--- src/rtl/audio_pkg.sv ---
// Shared audio definitions: tone FSM states, default note/gap lengths,
// the 25 MHz tone table used by the tone decoder, and a counter-width helper.
package audio_pkg;

    typedef enum logic [1:0] {
        ST_IDLE = 2'd0,
        ST_PLAY = 2'd1,
        ST_GAP  = 2'd2
    } tone_state_t;

    localparam int DEFAULT_NOTE_CYCLES = 5_000_000;  // 200 ms @ 25 MHz
    localparam int DEFAULT_GAP_CYCLES  = 500_000;    // 20 ms @ 25 MHz

    // Prescale words for a 25 MHz clock (freq = clk / (256 * word))
    localparam logic [9:0] TONE_DO = 10'h175;
    localparam logic [9:0] TONE_MI = 10'h128;
    localparam logic [9:0] TONE_LA = 10'h0DD;

    // Width of a counter that must reach max(a, b) - 1; never narrower than 1 bit
    function automatic int cntWidth(input int a, input int b);
        int m;
        m = (a > b) ? a : b;
        if (m < 2) begin
            return 1;
        end else begin
            return $clog2(m);
        end
    endfunction

endpackage

--- src/rtl/tone_player_prescaler.sv ---
// Tone prescaler: divides the clock by 'divisor' and advances a phase
// counter once per divided tick. 'clear' has priority over 'run' so the
// owner can restart a note on the same edge it latches a new divisor.
module tone_prescaler #(
    parameter int PRESCALE_W = 10,
    parameter int PHASE_W    = 8
) (
    input  logic                  clk,
    input  logic                  reset,
    input  logic                  clear,
    input  logic                  run,
    input  logic [PRESCALE_W-1:0] divisor,
    output logic [PHASE_W-1:0]    phase
);

    logic [PRESCALE_W-1:0] preCnt_r;
    logic [PHASE_W-1:0]    phase_r;
    logic                  terminal_s;

    // Terminal count of the prescaler (divisor of 1 makes every cycle terminal)
    always_comb begin
        terminal_s = 1'b0;
        if (preCnt_r == (divisor - PRESCALE_W'(1))) begin
            terminal_s = 1'b1;
        end else begin
            terminal_s = 1'b0;
        end
    end

    // Prescale counter wraps at divisor-1 and steps the phase (mod 2^PHASE_W)
    always_ff @(posedge clk) begin
        if (reset) begin
            preCnt_r <= {PRESCALE_W{1'b0}};
            phase_r  <= {PHASE_W{1'b0}};
        end else if (clear) begin
            preCnt_r <= {PRESCALE_W{1'b0}};
            phase_r  <= {PHASE_W{1'b0}};
        end else if (run) begin
            if (terminal_s) begin
                preCnt_r <= {PRESCALE_W{1'b0}};
                phase_r  <= phase_r + PHASE_W'(1);
            end else begin
                preCnt_r <= preCnt_r + PRESCALE_W'(1);
            end
        end else begin
            preCnt_r <= preCnt_r;
            phase_r  <= phase_r;
        end
    end

    assign phase = phase_r;

endmodule

--- src/rtl/tone_player.sv ---
// Tone player: turns a one-cycle nonzero prescale request into a timed
// square-wave note followed by a short silent gap. Holds the IDLE/PLAY/GAP
// FSM, the latched prescale word and the shared duration counter; the
// prescaler sub-module generates the phase.
module tone_player
    import audio_pkg::*;
#(
    parameter int PRESCALE_W  = 10,
    parameter int PHASE_W     = 8,
    parameter int NOTE_CYCLES = DEFAULT_NOTE_CYCLES,
    parameter int GAP_CYCLES  = DEFAULT_GAP_CYCLES
) (
    input  logic                  clk,
    input  logic                  reset,
    input  logic [PRESCALE_W-1:0] preScaleValue,
    output logic                  tone_out,
    output logic [PHASE_W-1:0]    phase,
    output logic                  audio_enable,
    output logic                  busy,
    output logic                  note_done
);

    localparam int CNT_W = cntWidth(NOTE_CYCLES, GAP_CYCLES);
    localparam logic [CNT_W-1:0] NOTE_LAST = CNT_W'(NOTE_CYCLES - 1);
    localparam logic [CNT_W-1:0] GAP_LAST  = CNT_W'(GAP_CYCLES - 1);

    tone_state_t           state_r;
    logic [PRESCALE_W-1:0] latched_r;
    logic [CNT_W-1:0]      durCnt_r;
    logic                  audioEnable_r;
    logic                  busy_r;
    logic                  noteDone_r;

    logic                  request_s;
    logic                  load_s;
    logic                  noteExpire_s;
    logic                  clear_s;
    logic                  run_s;
    logic [PHASE_W-1:0]    phase_s;

    // Decode requests, note expiry and prescaler control from current state
    always_comb begin
        request_s    = 1'b0;
        load_s       = 1'b0;
        noteExpire_s = 1'b0;
        run_s        = 1'b0;
        clear_s      = 1'b1;
        if (preScaleValue != {PRESCALE_W{1'b0}}) begin
            request_s = 1'b1;
        end else begin
            request_s = 1'b0;
        end
        if ((state_r == ST_IDLE) || (state_r == ST_PLAY)) begin
            load_s = request_s;
        end else begin
            load_s = 1'b0;   // requests during the gap are dropped
        end
        if ((state_r == ST_PLAY) && (durCnt_r == NOTE_LAST)) begin
            noteExpire_s = 1'b1;
        end else begin
            noteExpire_s = 1'b0;
        end
        // Phase is held at zero outside PLAY and restarted on every load,
        // so it is already zero in the first GAP cycle
        if (state_r == ST_PLAY) begin
            run_s   = 1'b1;
            clear_s = load_s | noteExpire_s;
        end else begin
            run_s   = 1'b0;
            clear_s = 1'b1;
        end
    end

    // Note FSM with latch, duration counter and registered status outputs
    always_ff @(posedge clk) begin
        if (reset) begin
            state_r       <= ST_IDLE;
            latched_r     <= {PRESCALE_W{1'b0}};
            durCnt_r      <= {CNT_W{1'b0}};
            audioEnable_r <= 1'b0;
            busy_r        <= 1'b0;
            noteDone_r    <= 1'b0;
        end else begin
            case (state_r)
                ST_IDLE: begin
                    noteDone_r <= 1'b0;
                    durCnt_r   <= {CNT_W{1'b0}};
                    if (load_s) begin
                        latched_r     <= preScaleValue;
                        state_r       <= ST_PLAY;
                        audioEnable_r <= 1'b1;
                        busy_r        <= 1'b1;
                    end else begin
                        state_r       <= ST_IDLE;
                        audioEnable_r <= 1'b0;
                        busy_r        <= 1'b0;
                    end
                end
                ST_PLAY: begin
                    // Retrigger takes priority over expiry on the same cycle
                    if (load_s) begin
                        latched_r     <= preScaleValue;
                        durCnt_r      <= {CNT_W{1'b0}};
                        state_r       <= ST_PLAY;
                        audioEnable_r <= 1'b1;
                        busy_r        <= 1'b1;
                        noteDone_r    <= 1'b0;
                    end else if (noteExpire_s) begin
                        durCnt_r      <= {CNT_W{1'b0}};
                        state_r       <= ST_GAP;
                        audioEnable_r <= 1'b0;
                        busy_r        <= 1'b1;
                        noteDone_r    <= 1'b1;
                    end else begin
                        durCnt_r      <= durCnt_r + CNT_W'(1);
                        state_r       <= ST_PLAY;
                        audioEnable_r <= 1'b1;
                        busy_r        <= 1'b1;
                        noteDone_r    <= 1'b0;
                    end
                end
                ST_GAP: begin
                    audioEnable_r <= 1'b0;
                    noteDone_r    <= 1'b0;
                    if (durCnt_r == GAP_LAST) begin
                        durCnt_r <= {CNT_W{1'b0}};
                        state_r  <= ST_IDLE;
                        busy_r   <= 1'b0;
                    end else begin
                        durCnt_r <= durCnt_r + CNT_W'(1);
                        state_r  <= ST_GAP;
                        busy_r   <= 1'b1;
                    end
                end
                default: begin
                    state_r       <= ST_IDLE;
                    durCnt_r      <= {CNT_W{1'b0}};
                    audioEnable_r <= 1'b0;
                    busy_r        <= 1'b0;
                    noteDone_r    <= 1'b0;
                end
            endcase
        end
    end

    tone_prescaler #(
        .PRESCALE_W (PRESCALE_W),
        .PHASE_W    (PHASE_W)
    ) u_prescaler (
        .clk     (clk),
        .reset   (reset),
        .clear   (clear_s),
        .run     (run_s),
        .divisor (latched_r),
        .phase   (phase_s)
    );

    assign phase        = phase_s;
    assign tone_out     = phase_s[PHASE_W-1];
    assign audio_enable = audioEnable_r;
    assign busy         = busy_r;
    assign note_done    = noteDone_r;

endmodule

--- config.mk ---
export PLATFORM = sky130hd
export DESIGN_NAME = tone_player
export DESIGN_NICKNAME = d
export VERILOG_FILES = /design/src/rtl/audio_pkg.sv /design/src/rtl/tone_player_prescaler.sv /design/src/rtl/tone_player.sv
export SDC_FILE = /design/constraint.sdc
export NUM_CORES = 1
export LEC_CHECK = 0
export ABC_AREA = 1
export CORE_MARGIN = 5
export CORE_UTILIZATION = 25
export DETAILED_ROUTE_END_ITERATION = 7
export PLACE_DENSITY = 0.4
export SETUP_SLACK_MARGIN = 0.1
export SLEW_MARGIN = 20
export SYNTH_ARGS = -nofsm -noshare
export SYNTH_HDL_FRONTEND = slang
export SYNTH_SLANG_ARGS = --single-unit
--- constraint.sdc ---
create_clock -name clk -period 4.1 [get_ports clk]
set_input_delay 1.23 -clock clk [delete_from_list [all_inputs] [get_ports clk]]
set_output_delay 1.23 -clock clk [all_outputs]
set_load 0.01 [all_outputs]
==> Implementation_results.wiki <==
{| class="wikitable"
! Metric !! Value
|-
| Run status || completed
|-
| Maximum clock path buffer count || 2
|-
| DRC marker count from the first detailed-route iteration || roughly 120
|-
| Syn_nets || between 400 and 500
|-
| Worst setup EP type || register
|-
| Skew final || about 0.0046 ns
|-
| Final-report setup violation count || 0
|-
| Worst reg2reg endpoint || u_prescaler.preCnt_r[9]$_SDFFE_PP0P_
|-
| Synth Cell Area || 3000 µm²
|-
| Power per unit of standard cell area || roughly 330 nW/µm²
|-
| Post-route ant nets || 0
|-
| Min-Delay Startpoint || durCnt_r[0]$_SDFF_PP0_
|-
| Estimated wirelength of the detail-placed design || around 5.5 mm
|-
| Height of the die || 119.6 µm
|-
| Post-synth top area share || around 37%
|-
| Total number of H-tree levels || 2
|-
| Cell taking the most area after synthesis || dfxtp_1
|-
| Minimum setup slack after placement || about 0.73 ns
|-
| Critical path data arrival time || roughly 3.2 ns
|-
| Final total negative setup slack || 0 ns
|-
| Kind of critical path || primary input to register
|-
| Residual DRC || 0
|-
| Routability congestion estimate || 0.7864
|-
| Max-slew violations || 0
|-
| Via count normalized by instance count || around 4.3
|-
| Period utilisation layout || roughly 73%
|-
| Sequential-to-total area share from yosys stat || between 30% and 40%
|-
| Count of vias placed by the detailed router || 2,577
|-
| Final non-filler cell area || about 3500 µm²
|-
| Area added between synthesis and finish || 17.56%
|-
| Maximum Capacitance Violations || 0
|-
| Post-CTS clock slew at the launch and capture registers of the worst setup and hold paths || roughly 0.07 ns
|-
| Share of layout cells above drive strength 1 || 5.482%
|-
| Ranking of synthesized cells by area || dfxtp_1 (37%), nand2_1 (12%), nor2_1 (8.3%)
|-
| Number of detailed-routing iterations run before antenna repair || 4
|-
| Routed length per instance || about 12 µm
|-
| RSZ-0062 raised after global routing || false
|-
| Startpoint of the worst register-to-register path || state_r[1]$_SDFF_PP0_
|-
| First-pass GRT wire length || ~12 mm
|-
| Reg-to-reg setup timing slack || approximately 1.9 ns
|-
| Area inside the core boundary || approximately 12,000 µm²
|-
| Leading cell types in the layout, fill and taps excluded || nand2_1 (96), nor2_1 (66), inv_1 (60), dfxtp_1 (56)
|-
| Total Routing Usage GR || about a tenth
|-
| Via count of the first global-routing pass || around 2,600
|-
| Cts bufs inserted || 5
|-
| Clock latency of the later-clocked register in the worst-skew pair || roughly 0.3 ns
|-
| Hold WC Path Type || register to register
|-
| F_max || 332.5 MHz
|-
| Cell at the root of the clock tree || clkbuf_16
|-
| Grt total ovfl || 0
|-
| Hold-fix buffers at CTS || 0
|-
| R2r worst-path depth || 7
|-
| Worst Tran Pin Value || 0.8086 ns
|-
| NumNets Final || between 400 and 500
|-
| Initial Util || between 20% and 30%
|-
| Leak || 0.001294 µW
|-
| I/O Buffers || 23
|-
| Number of antenna violations at the first check in global routing || 0
|-
| Number of inserted diodes || 0
|-
| Required arrival time at the worst endpoint || 4.32 ns
|-
| Hold Fails Final Rpt || 0
|-
| IO Pins || 24
|-
| Yosys warns || 0
|-
| Total instance count after detailed placement || about 600
|-
| Synthesis-stage register bit count || 56
|-
| Area after detailed placement || between 3000 and 4000 µm²
|-
| Number of gates resized after CTS || 0
|-
| Hold Path Cell Cnt || 1
|-
| Final Instance Count excl. Fillers || ~600
|-
| Post-route minimum period || about 3 ns
|-
| Setup bufs post-CTS || 0
|-
| Worst Hold End || durCnt_r[0]$_SDFF_PP0_
|-
| Clock Sink Count || 56
|-
| Horizontal die dimension || roughly 120 µm
|-
| Worst voltage drop across the vdd grid || ~0.20 mV
|-
| Number of different library cells in the post-synthesis netlist || 30
|-
| Row Count || 40
|-
| Max Fanout on Critical Path || 23
|-
| Most common cell after layout, fill and taps aside || nand2_1
|-
| Cells after Synth || approximately 430
|-
| Drt total wl || about 7.0 mm
|-
| Worst slew margin relative to its limit || approximately 46%
|-
| Power consumption || around 1200 µW
|-
| Startpoint type of the worst setup path || primary input
|-
| Largest net degree at the start of global routing || 24
|-
| Average footprint of a synthesized cell || roughly 7 µm²
|-
| Area enclosed by the die boundary || between 10,000 and 15,000 µm²
|-
| CTS tree || yes
|-
| Final setup slack of the worst path || 1.092 ns
|}
-- state kept, by name (all words and copies together), names as in the netlist --
name,flops
busy,1
durCnt_r,23
latched_r,10
u_prescaler.phase,8
note_done,1
state_r,2
u_prescaler.preCnt_r,10
audio_enable,1
-- worst max-delay path by stage --
| stage | startpoint | end | slack [ns] | depth (start not counted) |
|---|---|---|---|---|
| 6_report | preScaleValue[0] | durCnt_r[4]$_SDFF_PP0_ | 1.09 | 10 |
| 3_5_place_dp | preScaleValue[0] | durCnt_r[2]$_SDFF_PP0_ | 0.73 | 10 |
| 5_1_grt | preScaleValue[1] | durCnt_r[2]$_SDFF_PP0_ | 0.84 | 10 |
| 4_1_cts | preScaleValue[0] | durCnt_r[2]$_SDFF_PP0_ | 1.06 | 10 |
| 2_1_floorplan | preScaleValue[4] | u_prescaler.preCnt_r[2]$_SDFFE_PP0P_ | 1.77 | 10 |
| 3_3_place_gp | preScaleValue[0] | durCnt_r[4]$_SDFF_PP0_ | 0.76 | 10 |
-- report_power, final --
group / leakage [µW] / switching [µW] / internal [µW] / total, µW
combinational: 0.000758 / 66.4 / 42.8 / 109
clock: 0.0000808 / 206 / 288 / 494
sequential: 0.000455 / 10.5 / 554 / 565
total: 0.00129 / 283 / 885 / 1170
-- layout make-up --
type / instances / area, µm²
clock buffers: 6 / 128.9
clock inverters: 2 / 35.03
fillers: 1345 / 8384
inverters: 61 / 229.0
multi-input cells: 307 / 1592
flip-flops and latches: 56 / 1121
well taps: 147 / 183.9
repair buffers: 24 / 237.7
-- cell usage after synthesis (all sizes together) --
cell    number
inv         61
nand2      100
xor2        20
nor2        71
buf          5
o21ai       17
dfxtp       56
a21oi       17
nor3b        4
clkbuf       3
nand4       11
nand3       25
or2          1
ha           8
a31oi        2
nor3        23
nor4         3
xnor2        5
-- worst max-delay path: stages --
cell	delay, ns
clkdlybuf4s50_1	0.42
nor2_1	0.19
nand4_1	0.11
nor3_1	0.20
inv_1	0.09
nor2_1	0.09
nand2_1	0.10
nand2_1	0.08
nand3_2	0.39
nor3b_1	0.31
-- stage by stage --
stage | hold slack, ns | util, %
after global routing | 0.4837 | 29.61
after CTS | 0.4608 | 29.61
after floorplan | 0.4175 | -
after detailed placement | 0.4427 | 28.24
after global placement | 0.4339 | 28.24
final | 0.4531 | 29.61
-- kinds of logic after synthesis --
group | after synthesis | share of synthesized area, %
and+or+nand+nor | 238 | 36.20
buffers and inverters | 69 | 9.591
DFF | 56 | 37.36
AOI/OAI and AO/OA | 36 | 6.214
xor gates and xnor gates | 25 | 7.298
adders and majority gates | 8 | 3.336
-- per-layer routing --
metal | wire length (µm) | vias to the layer above | global-route usage, %
li1 | - | 1405 | -
met1 | 3274 | 1144 | 12.79
met2 | 3403 | 20 | 17.73
met3 | 204 | 8 | 2.639
met4 | 151 | 0 | 5.154
met5 | 0 | - | 0
No activity file was read; power rests on OpenSTA's default activity.
